==> src/rtl/mem_stage.sv <==
// Memory stage: issues one aligned 64-bit bus request per load/store and returns writeback data.
// Optional macro MEM_MISALIGN_CHECK_EN reports misaligned accesses instead of aligning them.
module mem_stage (
    input  logic        clk,
    input  logic        rst,
    input  logic        in_valid,
    output logic        in_ready,
    input  logic [3:0]  mem_op,
    input  logic [63:0] alu_result,
    input  logic [63:0] store_data,
    input  logic [4:0]  rd_addr_i,
    input  logic        rd_wen_i,
    output logic        dreq_valid,
    input  logic        dreq_ready,
    output logic [63:0] dreq_addr,
    output logic        dreq_we,
    output logic [63:0] dreq_wdata,
    output logic [7:0]  dreq_wmask,
    input  logic        drsp_valid,
    input  logic [63:0] drsp_data,
    output logic        out_valid,
    input  logic        out_ready,
    output logic [63:0] rd_data,
    output logic [4:0]  rd_addr_o,
    output logic        rd_wen_o,
    output logic        misalign,
    output logic [1:0]  fsm_state
);

    // Every channel is valid/ready: a transfer happens on a rising edge where both are high,
    // and a producer holds valid and its payload stable until that edge.

    typedef enum logic [1:0] {S_IDLE, S_REQ, S_WAIT, S_DONE} state_t;

    state_t      state, state_nx;
    logic [3:0]  op_q;
    logic [63:0] addr_q;
    logic [63:0] sdata_q;
    logic [63:0] rd_data_q;
    logic [4:0]  rd_addr_q;
    logic        rd_wen_q;
    logic        mis_q;

    logic        accept;
    logic        in_is_load, in_is_store, in_skip, in_to_bus;
    logic        load_q, store_q;
    logic [1:0]  size_q;
    logic [2:0]  lane_off;
    logic [7:0]  byte_en;
    logic [63:0] wdata_rep;
    logic [63:0] ld_shift, ld_val;

    function automatic logic is_load(input logic [3:0] op);
        return (op >= 4'd1) && (op <= 4'd7);
    endfunction

    function automatic logic is_store(input logic [3:0] op);
        return (op >= 4'd8) && (op <= 4'd11);
    endfunction

    // 0: byte, 1: half, 2: word, 3: double
    function automatic logic [1:0] op_size(input logic [3:0] op);
        case (op)
            4'd2, 4'd6, 4'd9:  return 2'd1;
            4'd3, 4'd7, 4'd10: return 2'd2;
            4'd4, 4'd11:       return 2'd3;
            default:           return 2'd0;
        endcase
    endfunction

    assign in_is_load  = is_load(mem_op);
    assign in_is_store = is_store(mem_op);

`ifdef MEM_MISALIGN_CHECK_EN
    logic in_mis;
    always_comb begin
        case (op_size(mem_op))
            2'd1:    in_mis = alu_result[0];
            2'd2:    in_mis = |alu_result[1:0];
            2'd3:    in_mis = |alu_result[2:0];
            default: in_mis = 1'b0;
        endcase
    end
    assign in_skip = (in_is_load | in_is_store) & in_mis;
`else
    assign in_skip = 1'b0;
`endif

    assign in_to_bus = (in_is_load | in_is_store) & ~in_skip;
    assign accept    = in_valid & in_ready;

    always_ff @(posedge clk or negedge rst) begin
        if (!rst) state <= S_IDLE;
        else      state <= state_nx;
    end

    always_comb begin
        state_nx = state;
        in_ready = 1'b0;
        case (state)
            S_IDLE: begin
                in_ready = 1'b1;
                if (in_valid) state_nx = in_to_bus ? S_REQ : S_DONE;
            end
            S_REQ:  if (dreq_ready) state_nx = S_WAIT;
            S_WAIT: if (drsp_valid) state_nx = S_DONE;
            S_DONE: begin
                if (out_ready) begin
                    in_ready = 1'b1;
                    if (in_valid) state_nx = in_to_bus ? S_REQ : S_DONE;
                    else          state_nx = S_IDLE;
                end
            end
            default: state_nx = S_IDLE;
        endcase
    end

    // Non-memory and skipped ops hand alu_result straight through; loads overwrite it on response.
    always_ff @(posedge clk or negedge rst) begin
        if (!rst) begin
            op_q      <= 4'd0;
            addr_q    <= 64'd0;
            sdata_q   <= 64'd0;
            rd_data_q <= 64'd0;
            rd_addr_q <= 5'd0;
            rd_wen_q  <= 1'b0;
            mis_q     <= 1'b0;
        end else if (accept) begin
            op_q      <= mem_op;
            addr_q    <= alu_result;
            sdata_q   <= store_data;
            rd_data_q <= alu_result;
            rd_addr_q <= rd_addr_i;
            rd_wen_q  <= rd_wen_i & ~in_is_store & ~in_skip;
            mis_q     <= in_skip;
        end else if (state == S_WAIT && drsp_valid && load_q) begin
            rd_data_q <= ld_val;
        end
    end

    assign load_q  = is_load(op_q);
    assign store_q = is_store(op_q);
    assign size_q  = op_size(op_q);

    // Low address bits below the access size are dropped, giving natural alignment.
    always_comb begin
        case (size_q)
            2'd0: begin lane_off = addr_q[2:0];         byte_en = 8'h01; wdata_rep = {8{sdata_q[7:0]}};  end
            2'd1: begin lane_off = {addr_q[2:1], 1'b0}; byte_en = 8'h03; wdata_rep = {4{sdata_q[15:0]}}; end
            2'd2: begin lane_off = {addr_q[2], 2'b00};  byte_en = 8'h0F; wdata_rep = {2{sdata_q[31:0]}}; end
            default: begin lane_off = 3'd0;             byte_en = 8'hFF; wdata_rep = sdata_q;            end
        endcase
    end

    always_comb begin
        ld_shift = drsp_data >> {lane_off, 3'b000};
        case (op_q)
            4'd1:    ld_val = {{56{ld_shift[7]}},  ld_shift[7:0]};
            4'd2:    ld_val = {{48{ld_shift[15]}}, ld_shift[15:0]};
            4'd3:    ld_val = {{32{ld_shift[31]}}, ld_shift[31:0]};
            4'd5:    ld_val = {56'd0, ld_shift[7:0]};
            4'd6:    ld_val = {48'd0, ld_shift[15:0]};
            4'd7:    ld_val = {32'd0, ld_shift[31:0]};
            default: ld_val = ld_shift;
        endcase
    end

    assign dreq_valid = (state == S_REQ);
    assign dreq_addr  = {addr_q[63:3], 3'b000};
    assign dreq_we    = dreq_valid & store_q;
    assign dreq_wmask = (dreq_valid & store_q) ? (byte_en << lane_off) : 8'h00;
    assign dreq_wdata = store_q ? wdata_rep : 64'd0;

    assign out_valid  = (state == S_DONE);
    assign rd_data    = rd_data_q;
    assign rd_addr_o  = rd_addr_q;
    assign rd_wen_o   = rd_wen_q;
    assign misalign   = mis_q;
    assign fsm_state  = state;

endmodule
==> config.mk <==
export PLATFORM = sky130hd
export DESIGN_NAME = mem_stage
export DESIGN_NICKNAME = d
export VERILOG_FILES = /design/src/rtl/mem_stage.sv
export SDC_FILE = /design/constraint.sdc
export NUM_CORES = 1
export LEC_CHECK = 0
export CAP_MARGIN = 20
export CORE_ASPECT_RATIO = 0.8
export CORE_MARGIN = 2
export CORE_UTILIZATION = 46
export DETAILED_ROUTE_END_ITERATION = 6
export PLACE_DENSITY_LB_ADDON = 0.1
export SLEW_MARGIN = 30
export SYNTH_ARGS = -nofsm -noshare
export SYNTH_HDL_FRONTEND = slang
export SYNTH_SLANG_ARGS = --single-unit
export TNS_END_PERCENT = 1
==> constraint.sdc <==
create_clock -name clk -period 3.7 [get_ports clk]
set_clock_uncertainty 0.2 [all_clocks]
set_input_delay 0.555 -clock clk [delete_from_list [all_inputs] [get_ports clk]]
set_output_delay 0.555 -clock clk [all_outputs]
set_load 0.05 [all_outputs]
======== Yosys cells after proc, flatten, opt, wreduce, memory -nomap -nowiden ========
Memory sizes are Yosys's and may differ from the RTL's.
Index checks and enable logic that the tools add are counted.
Widths: inputs -> output; s select.
word-level totals
  flip-flop bits (word level) ............. 204
  bits in read-only memories .............. 32
  input bits .............................. 208
  output and inout port bits .............. 213
  logic and storage cells ................. 65
  memories kept ........................... 1
memory list
  name              words  bits a word  read ports  clocked after memory_dff  write ports  line  RTL
  (name not given)  16     2            1           0                         0            63    case (op)
cells by class
  magnitude comparators ................... 8
  equal/unequal tests ..................... 15
  shifts and indexed selects .............. 2
  multiplexer cells ....................... 17
  bitwise operators ....................... 5
  reductions and logical operators ........ 10
operators with widths
  operator            count
  $pmux 64 s6         1
  $mux 64             3
  $pmux 64 s3         1
  $shr 64x6->64       1
  $pmux 8 s3          1
  $eq 4x3->1 const B  3
  $mux 2              6
  $pmux 3 s3          1
  $eq 4x2->1 const B  2
  $ge 4x1->1 const B  2
  $ge 4x4->1 const B  2
  $le 4x3->1 const B  2
  $le 4x4->1 const B  2
  $mux 8              1
  $pmux 2 s4          1
  $shl 8x3->8         1
  $eq 2x2->1 const B  3
  $logic_and 1x1->1   6
  $eq 2x1->1 const B  2
  $eq 4x1->1 const B  1
  $logic_not 2->1     2
  $ne 2x1->1 const B  2
  $ne 2x2->1 const B  2
  $reduce_and 4->1    1
  other kinds (6)     8

======== Logic depth before layout (Yosys ltp) ========
Gate-level depths: netlist of run 1.
  depth after elaboration ................. 7
  mapped depth ............................ 13
  depth with buffers taken out ............ 9

======== Least setup slack after synthesis of run 1 ========
OpenSTA, ideal clock, no wires.
  kind .................................... register to output
  from .................................... reg op_q[0]
  to ...................................... out dreq_wdata[50]
  data arrival time ....................... 3.550 ns
  setup slack ............................. -0.605 ns
  cell stages (with the launch flop) ...... 11
  buffers on the path ..................... 4
  cell sequence ........................... dfrtp_1 > inv_1 > ha_1 > or3b_1 > buf_2 > o21ai_4 > clkbuf_1 > clkbuf_1 > clkbuf_1 > nor2_1 > a311oi_1
between the ends
  longest elaborated chain between the ends .. 4
  elaborated cells on any way between the ends .. 9
ends and longest elaborated chain
  item                                line  RTL
  start, declared                     36    logic [3:0] op_q;
  start signal, assigned              129   op_q <= mem_op;
  $mem_v2 16x2                        --
  $eq 2x2->1 (tied with other cells)  147   case (size_q)
  $pmux 64 s3                         147
  $mux 64 *                           172   assign dreq_wdata = store_q ? wdata_rep : 64'd0;
  end, declared                       17    output logic [63:0] dreq_wdata,
Every way passes the cells marked *; elsewhere a longest branch is shown, timed or not.

======== Final worst setup path of run 1 ========
  from .................................... reg op_q[0]
  to ...................................... out dreq_wdata[57]
Same word-level chain as after synthesis.

==> results.txt, run 1 <==
The adder-cell area share of the yosys netlist came out at 0.826%. The cell taking the most area after synthesis is sky130_fd_sc_hd__dfrtp_1. The worst relative slew slack is around 50%. Yosys attributes the largest share of cell area to sky130_fd_sc_hd__dfrtp_1, sky130_fd_sc_hd__nand2_1, sky130_fd_sc_hd__buf_4. The top cell type's share of synthesized area is approximately 42%. STA classifies the critical path startpoint as a flip-flop. The maximum number of pins on one net before global-route repair is 84.

Yosys mapped a number of flops with a built-in enable equal to 0. The via density per instance is roughly 5.7. The number of buffers created by CTS came out at 22. The peak fanout along the critical path is 28. The via count of the first global-routing pass came out at about 12000.

By area, the combinational part of the netlist is dominated by simple AND/OR/NAND/NOR gates. Counting flops and latches in the post-synthesis netlist gives 204. The core box area is 26100 um2. The class of the worst hold path is reg -> reg. The average wire per cell in the routed design came out at 21.2 um.

The final reports fail on design-rule violations. Setup repair after global routing could not meet its margin everywhere. The aggregate global-route resource usage came out at between 30% and 40%.

The critical path is of the reg -> out type. The worst-case vdd ir drop came out at around 0.00067 V. The post-synthesis cell type count came out at between 50 and 60. The amount of wire on met2 after detailed routing came out at between 20 and 25 mm. The depth of the CTS H-tree is 1.

The initial antenna violation count is 2. The vertical die dimension is 149 um. The total die area came out at roughly 28000 um2. The compound-cell area share of the yosys netlist is 18.1%. The leakage power is about 8.0 nW.

The number of cells on the worst reg-to-reg path is 11. After detailed routing, the total wire length is approximately 47 mm. Clock-pin slew was measured on the worst setup and hold paths at about 0.060 ns. The number of pins exceeding their max-slew limit in the final report came out at 0. The clock insertion delay at the later pin of the skew report is 0.52 ns. Summed over all nets, the half-perimeter wirelength after detailed placement is between 30 and 40 mm. The wire length of the first global-routing pass is approximately 70 mm.

The number of failing setup endpoints in the final timing report came out at 0. The critical register-to-register path startpoint is op_q[0]$_DFFE_PN0P_. The fraction of synthesized cell area in xor and xnor cells came out at less than 1%. The number of instances on the worst hold path is 2. For this design the ratio of total power to cell area is between 1000 and 1500 nW/um2. The number of DRC violations after detailed-routing iteration 0 is around 1200. The final critical path time including I/O delays and setup came out at about 3.7 ns. Across all hold checks on the routed design, the worst slack comes to 0.272 ns.

The library cell used most frequently in the layout, excluding fill and tap cells, is sky130_fd_sc_hd__nand2_1. The endpoint identified for the worst register-to-register timing path is rd_data[36]$_DFFE_PN0P_. Max-cap violations in this run came to 0.

The global route total overflow came out at 0. The layout overhead on the synthesized area came out at 46.3%. The run finished, with violations left.

The setup slack on the worst flop-to-flop path came out at 0.15 ns. For the pin with the worst max-slew slack, the measured transition is 0.735 ns. The nature of the critical path endpoint is a primary output. The period utilization is 98.7%. Clock tree synthesis selected as its root buffer the cell sky130_fd_sc_hd__clkbuf_16. The routed length on met1 came out at 20.1 mm. The hold path startpoint is addr_q[56]$_DFFE_PN0P_.

The average footprint of a synthesized cell came out at just under 8 um2. The netlist area before placement came out at around 12000 um2. The longest clock path from root to sink contains 3 buffers.

The cell row count is 53. The critical path data required time is about 2.9 ns. The net count reported at finish is between 2000 and 2500. The number of warning messages in the yosys log came out at 0. The via total after detailed routing came out at between 10000 and 15000. At the worst endpoint, the arrival time is 2.90 ns.

After detailed routing, the number of remaining DRC violations is 37. The number of fill cells came out at 2168. The horizontal die dimension came out at about 190 um.

The count of nets left with antenna violations once routing finished came out at 0. Counting every instance in the synthesized netlist gives about 1500. TritonCTS built the clock tree. Of the synthesized area, sequential elements account for between 40 and 50%. Once layout is done, the placed cells without fillers occupy between 15000 and 20000 um2.

Counting flops with an async set or reset pin after synthesis yields a share of 100%. The cell area reported after detailed placement came out at about 17000 um2. In this run the tool buffered the top-level ports with ~420 buffer cells. In the detailed route, the total length drawn on met3 is 4.86 mm. The starting utilization of the core area is 46.5%. The number of hold-slack violations in the final timing report is 0. The detailed-router iteration count before antenna repair came out at 7. The highest clock rate came out at between 0.2 and 0.3 GHz. At the end of routability-driven placement, the weighted congestion stood at 0.961. The worst hold path terminates at addr_q[56]$_DFFE_PN0P_. In the layout the commonest cells are sky130_fd_sc_hd__nand2_1, sky130_fd_sc_hd__clkdlybuf4s50_1, sky130_fd_sc_hd__dfrtp_1. The fraction of final layout cells sized beyond drive strength 1 is around an eighth. The count of pins on the block boundary is approximately 420. The highest metal layer carrying signal wires in the routed design is met4. The area fraction in and, or, nand and nor cells after synthesis came out at 24.7%. The total clock sinks came out at 204. The most used flip-flop cell after synthesis is sky130_fd_sc_hd__dfrtp_1. The fraction of synthesized area in multiplexers came out at 5.56%.
-- synthesized netlist by cell type (12+ instances only) --
cell type                  count
sky130_fd_sc_hd__clkbuf_1     93
sky130_fd_sc_hd__a222oi_1     23
sky130_fd_sc_hd__nor2_1       59
sky130_fd_sc_hd__a21oi_1      59
sky130_fd_sc_hd__nand2_1     577
sky130_fd_sc_hd__and3_1       12
sky130_fd_sc_hd__a21oi_2      20
sky130_fd_sc_hd__dfrtp_1     204
sky130_fd_sc_hd__inv_1        16
sky130_fd_sc_hd__nand3_1      24
sky130_fd_sc_hd__o22ai_1      17
sky130_fd_sc_hd__o21ai_0      85
sky130_fd_sc_hd__a22oi_1      15
sky130_fd_sc_hd__or3_1        32
sky130_fd_sc_hd__a31oi_1      25
sky130_fd_sc_hd__a211oi_1     34
sky130_fd_sc_hd__buf_4        68
sky130_fd_sc_hd__mux2i_1      48
-- cell type report --
type	count	area, um2	share of cell area, %
Antenna cell	2	5.00	0.0282
Clock buffer	33	682	3.85
Clock inverter	6	41.3	0.233
Inverter	16	60.1	0.339
Multi-Input combinational cell	1132	6210	35.0
Sequential cell	204	5110	28.8
Tap cell	357	447	2.52
Timing Repair Buffer	461	5170	29.2
-- power by group --
part | switching, W | leakage, nW | total (W) | internal, W
logic | 0.00955 | 5.13 | 0.0147 | 0.00517
registers | 0.000821 | 2.49 | 0.00413 | 0.00331
clock network | 0.000937 | 0.365 | 0.00221 | 0.00127
total | 0.0113 | 7.99 | 0.0211 | 0.00975
-- metal layers --
| metal | vias to the layer above | GRT usage (%) |
|---|---|---|
| met5 | - | 0 |
| met4 | 0 | 12.9 |
| met3 | 119 | 7.67 |
| met2 | 695 | 48.0 |
| met1 | 5951 | 48.2 |
| li1 | 5782 | - |
-- critical path: stages, from the launching register on --
cell	delay [ns]
sky130_fd_sc_hd__dfrtp_1	0.40
sky130_fd_sc_hd__inv_1	0.10
sky130_fd_sc_hd__ha_1	0.30
sky130_fd_sc_hd__or3b_4	0.46
sky130_fd_sc_hd__o21a_4	0.20
sky130_fd_sc_hd__buf_6	0.20
sky130_fd_sc_hd__nand3_1	0.09
sky130_fd_sc_hd__nand2_1	0.18
sky130_fd_sc_hd__a31oi_2	0.27
sky130_fd_sc_hd__buf_12	0.17
-- stage by stage --
| step | util (%) | setup slack [ns] | TNS [ns] | cells | power, W |
|---|---|---|---|---|---|
| after floorplan | - | -0.305 | -14.33 | 1534 | 0.0135 |
| after global placement | 64.4 | 0.313 | 0 | 2165 | 0.0182 |
| after detailed placement | 64.4 | 0.0544 | 0 | 2165 | 0.0184 |
| after CTS | 67.6 | -0.000613 | -0.000613 | 2207 | 0.0208 |
| after global routing | 68.0 | -0.0552 | -0.542 | 2211 | 0.0222 |
| final | 68.0 | 0.0466 | 0 | 2211 | 0.0211 |
-- registers in the layout, indices dropped and copies added (netlist names) --
register and cells:
rd_data 64, rd_addr_o 5, rd_wen_o 1, op_q 4, fsm_state 2, addr_q 64, sdata_q 64
-- worst max-delay path by stage --
stage,start,end,slack (ns),depth (start not counted)
finish,op_q[0]$_DFFE_PN0P_,dreq_wdata[57],0.05,9
global route,op_q[1]$_DFFE_PN0P_,dreq_wdata[45],-0.06,9
CTS,op_q[0]$_DFFE_PN0P_,dreq_wmask[7],-0.0006,9
detailed placement,op_q[0]$_DFFE_PN0P_,rd_data[36]$_DFFE_PN0P_,0.05,10
global placement,op_q[0]$_DFFE_PN0P_,rd_data[63]$_DFFE_PN0P_,0.31,10
floorplan,op_q[0]$_DFFE_PN0P_,dreq_wdata[49],-0.31,9
-- kinds of logic (layout without fill, tap and decap cells) --
| logic type | after synthesis | count (layout) |
|---|---|---|
| XOR/XNOR | 1 | 1 |
| buffers and inverters | 199 | 516 |
| other | 1 | 6 |
| adder cells (fa/ha/maj) | 8 | 8 |
| AND/OR/NAND/NOR | 733 | 733 |
| flip-flops | 204 | 204 |
| AO/OA/AOI/OAI | 327 | 328 |
| multiplexers | 58 | 58 |
-- repair_timing --
item                                    CTS  global route
buffers inserted                          1             2
resized for setup                        16            24
endpoints found under the hold margin    67             0
endpoints found under the setup margin   62           110
pin swaps                                 2             4
hold buffers                              1             0
cloned                                    1             0
Power figures use the tool's default switching activity.
==> inputs of run 2 (changes only) <==
--- a/config.mk
+++ b/config.mk
@@ -11,7 +11,7 @@
 export CORE_UTILIZATION = 46
 export DETAILED_ROUTE_END_ITERATION = 6
 export PLACE_DENSITY_LB_ADDON = 0.1
-export SLEW_MARGIN = 30
+export SLEW_MARGIN = 15
 export SYNTH_ARGS = -nofsm -noshare
 export SYNTH_HDL_FRONTEND = slang
 export SYNTH_SLANG_ARGS = --single-unit
==> results of run 2 <==
The final DEF is identical to that of run 1; final timing and power are the same.
==> edit, RTL diff (config.mk and constraints of run 2) <==
Add a define of `MEM_MISALIGN_CHECK_EN`.
--- a/src/rtl/mem_stage.sv
+++ b/src/rtl/mem_stage.sv
@@ -2,2 +2,4 @@
 // Optional macro MEM_MISALIGN_CHECK_EN reports misaligned accesses instead of aligning them.
+`define MEM_MISALIGN_CHECK_EN
+
 module mem_stage (
Formal check against the unedited RTL: not equivalent (a bounded check fails within 4 cycles, from zero or initial values and one cycle with rst low).
==> edit against run 2 <==
Count of clock-buffer cells in the layout up 1. Sequential cell count up 1. Maximum frequency up 1.3%. Sequential share of layout area rose by 0.11 points. Power about the same. Utilization is 0.26 points lower. Routed wire length up 1.7%. Area after synthesis grew 0.76%. Design area rose by 0.12%. Final cell count increased by 1.8%. Setup slack gained 0.048 ns. Critical endpoint is now dreq_wdata[43].
==> edit: results (changes against run 2) <==
{| class="wikitable"
! Metric !! Value
|-
| Run status || finished, final reports clean (was finished with violations)
|-
| Static Leak || 7.97 nW (was 7.99 nW)
|-
| Cts repair resizes || 10 (was 16)
|-
| Pin count of the biggest net entering global routing || 102 (was 84)
|-
| Worst Hold Margin || 0.272 ns (about the same)
|-
| Share of final-layout standard cells stronger than drive strength 1 || 12.4% (was 12.9%)
|-
| Min-Delay Startpoint || addr_q[57] (was addr_q[56])
|-
| Number of nets in the layout || 2093 (was 2053)
|-
| Number of buffers created by CTS || 23 (was 22)
|-
| Top cells by area in the synthesized netlist || sky130_fd_sc_hd__dfrtp_1, sky130_fd_sc_hd__nand2_1, sky130_fd_sc_hd__buf_4, sky130_fd_sc_hd__o21ai_0, sky130_fd_sc_hd__mux2i_1 (was sky130_fd_sc_hd__dfrtp_1, sky130_fd_sc_hd__nand2_1, sky130_fd_sc_hd__buf_4, sky130_fd_sc_hd__mux2i_1, sky130_fd_sc_hd__o21ai_0)
|-
| Proportion of synthesized chip area in sequential cells || 42.0% (was 42.1%)
|-
| Count of different cell masters after synthesis || 71 (was 56)
|-
| Multiplexer fraction of the synthesized cell area || 4.85% (was 5.56%)
|-
| Detailed Route Iter0 Violations || 1271 (was 1167)
|-
| Mean instance size in the synthesized netlist || 7.93 um2 (was 7.92 um2)
|-
| Detailed Place HPWL || 35500 um (was 34300 um)
|-
| Crit path capture || dreq_wdata[43] (was dreq_wdata[57])
|-
| Relative slew slack || 45.8% (was 50.8%)
|-
| Worst hold endpoint || addr_q[57] (was addr_q[56])
|-
| GRT Overall Usage || 33.2% (about the same)
|-
| Compound-gate portion of the synthesized area || 18.0% (was 18.1%)
|-
| Adder-cell area share of the yosys netlist || 1.23% (was 0.826%)
|-
| Wire length of the first global-routing pass || 71300 um (was 71000 um)
|-
| Initial antenna violation count || 3 (was 2)
|-
| Via count of the first global-routing pass || 11988 (was 11891)
|-
| Pre-CTS setup slack || 0.224 ns (was 0.0544 ns)
|-
| Most used standard cells in the synthesized netlist || sky130_fd_sc_hd__nand2_1, sky130_fd_sc_hd__dfrtp_1, sky130_fd_sc_hd__o21ai_0 (was sky130_fd_sc_hd__nand2_1, sky130_fd_sc_hd__dfrtp_1, sky130_fd_sc_hd__clkbuf_1)
|-
| FF-to-FF setup slack || 0.29 ns (was 0.15 ns)
|-
| IO buf count || 417 (was 416)
|-
| Final weighted congestion of routability-driven global placement || 0.936 (was 0.961)
|-
| Max VDD drop || 744 uV (was 675 uV)
|-
| Cell area after placement || 16800 um2 (about the same)
|-
| Final cell count without fillers || 2251 (was 2211)
|-
| Signal arrival time at the worst endpoint || 2.85 ns (was 2.90 ns)
|-
| Utilization after layout || 67.7% (was 68.0%)
|-
| Postcts setup bufs || 0 (was 1)
|-
| Critical-path maximum fanout || 8 (was 28)
|-
| R2r endpoint || rd_data[3] (was rd_data[36])
|}
## edit: area by class of cell
class                   instances  area share [%]
diodes                          4          0.0564
multi-input cells            1151            34.9
clock inverters                 8           0.585
flip-flops and latches        205            28.9
well taps                     357            2.52
inverters                      20           0.423
clock buffers                  34            3.65
repair buffers                472            29.0
## edit: report_power, final
group | leakage (nW) | switching, mW | internal (mW)
clock | 0.364 | 0.963 | 1.36
sequential | 2.50 | 0.785 | 3.32
combinational | 5.11 | 9.46 | 5.19
## edit: logic make-up after synthesis
kind of cell               Yosys count
AOI/OAI and AO/OA                  321
other                                1
adders and majority gates           12
DFF                                205
and+or+nand+nor                    757
xor gates and xnor gates             1
buffers and inverters              186
muxes                               56
## edit: metal layers
layer / routed length, um / global-route usage, % / vias up
met1: 20500 / 47.9 / 6089
li1: - / - / 5817
met2: 20700 / 48.8 / 721
met5: 0 / 0 / -
met3: 4910 / 7.91 / 103
met4: 1700 / 11.1 / 0
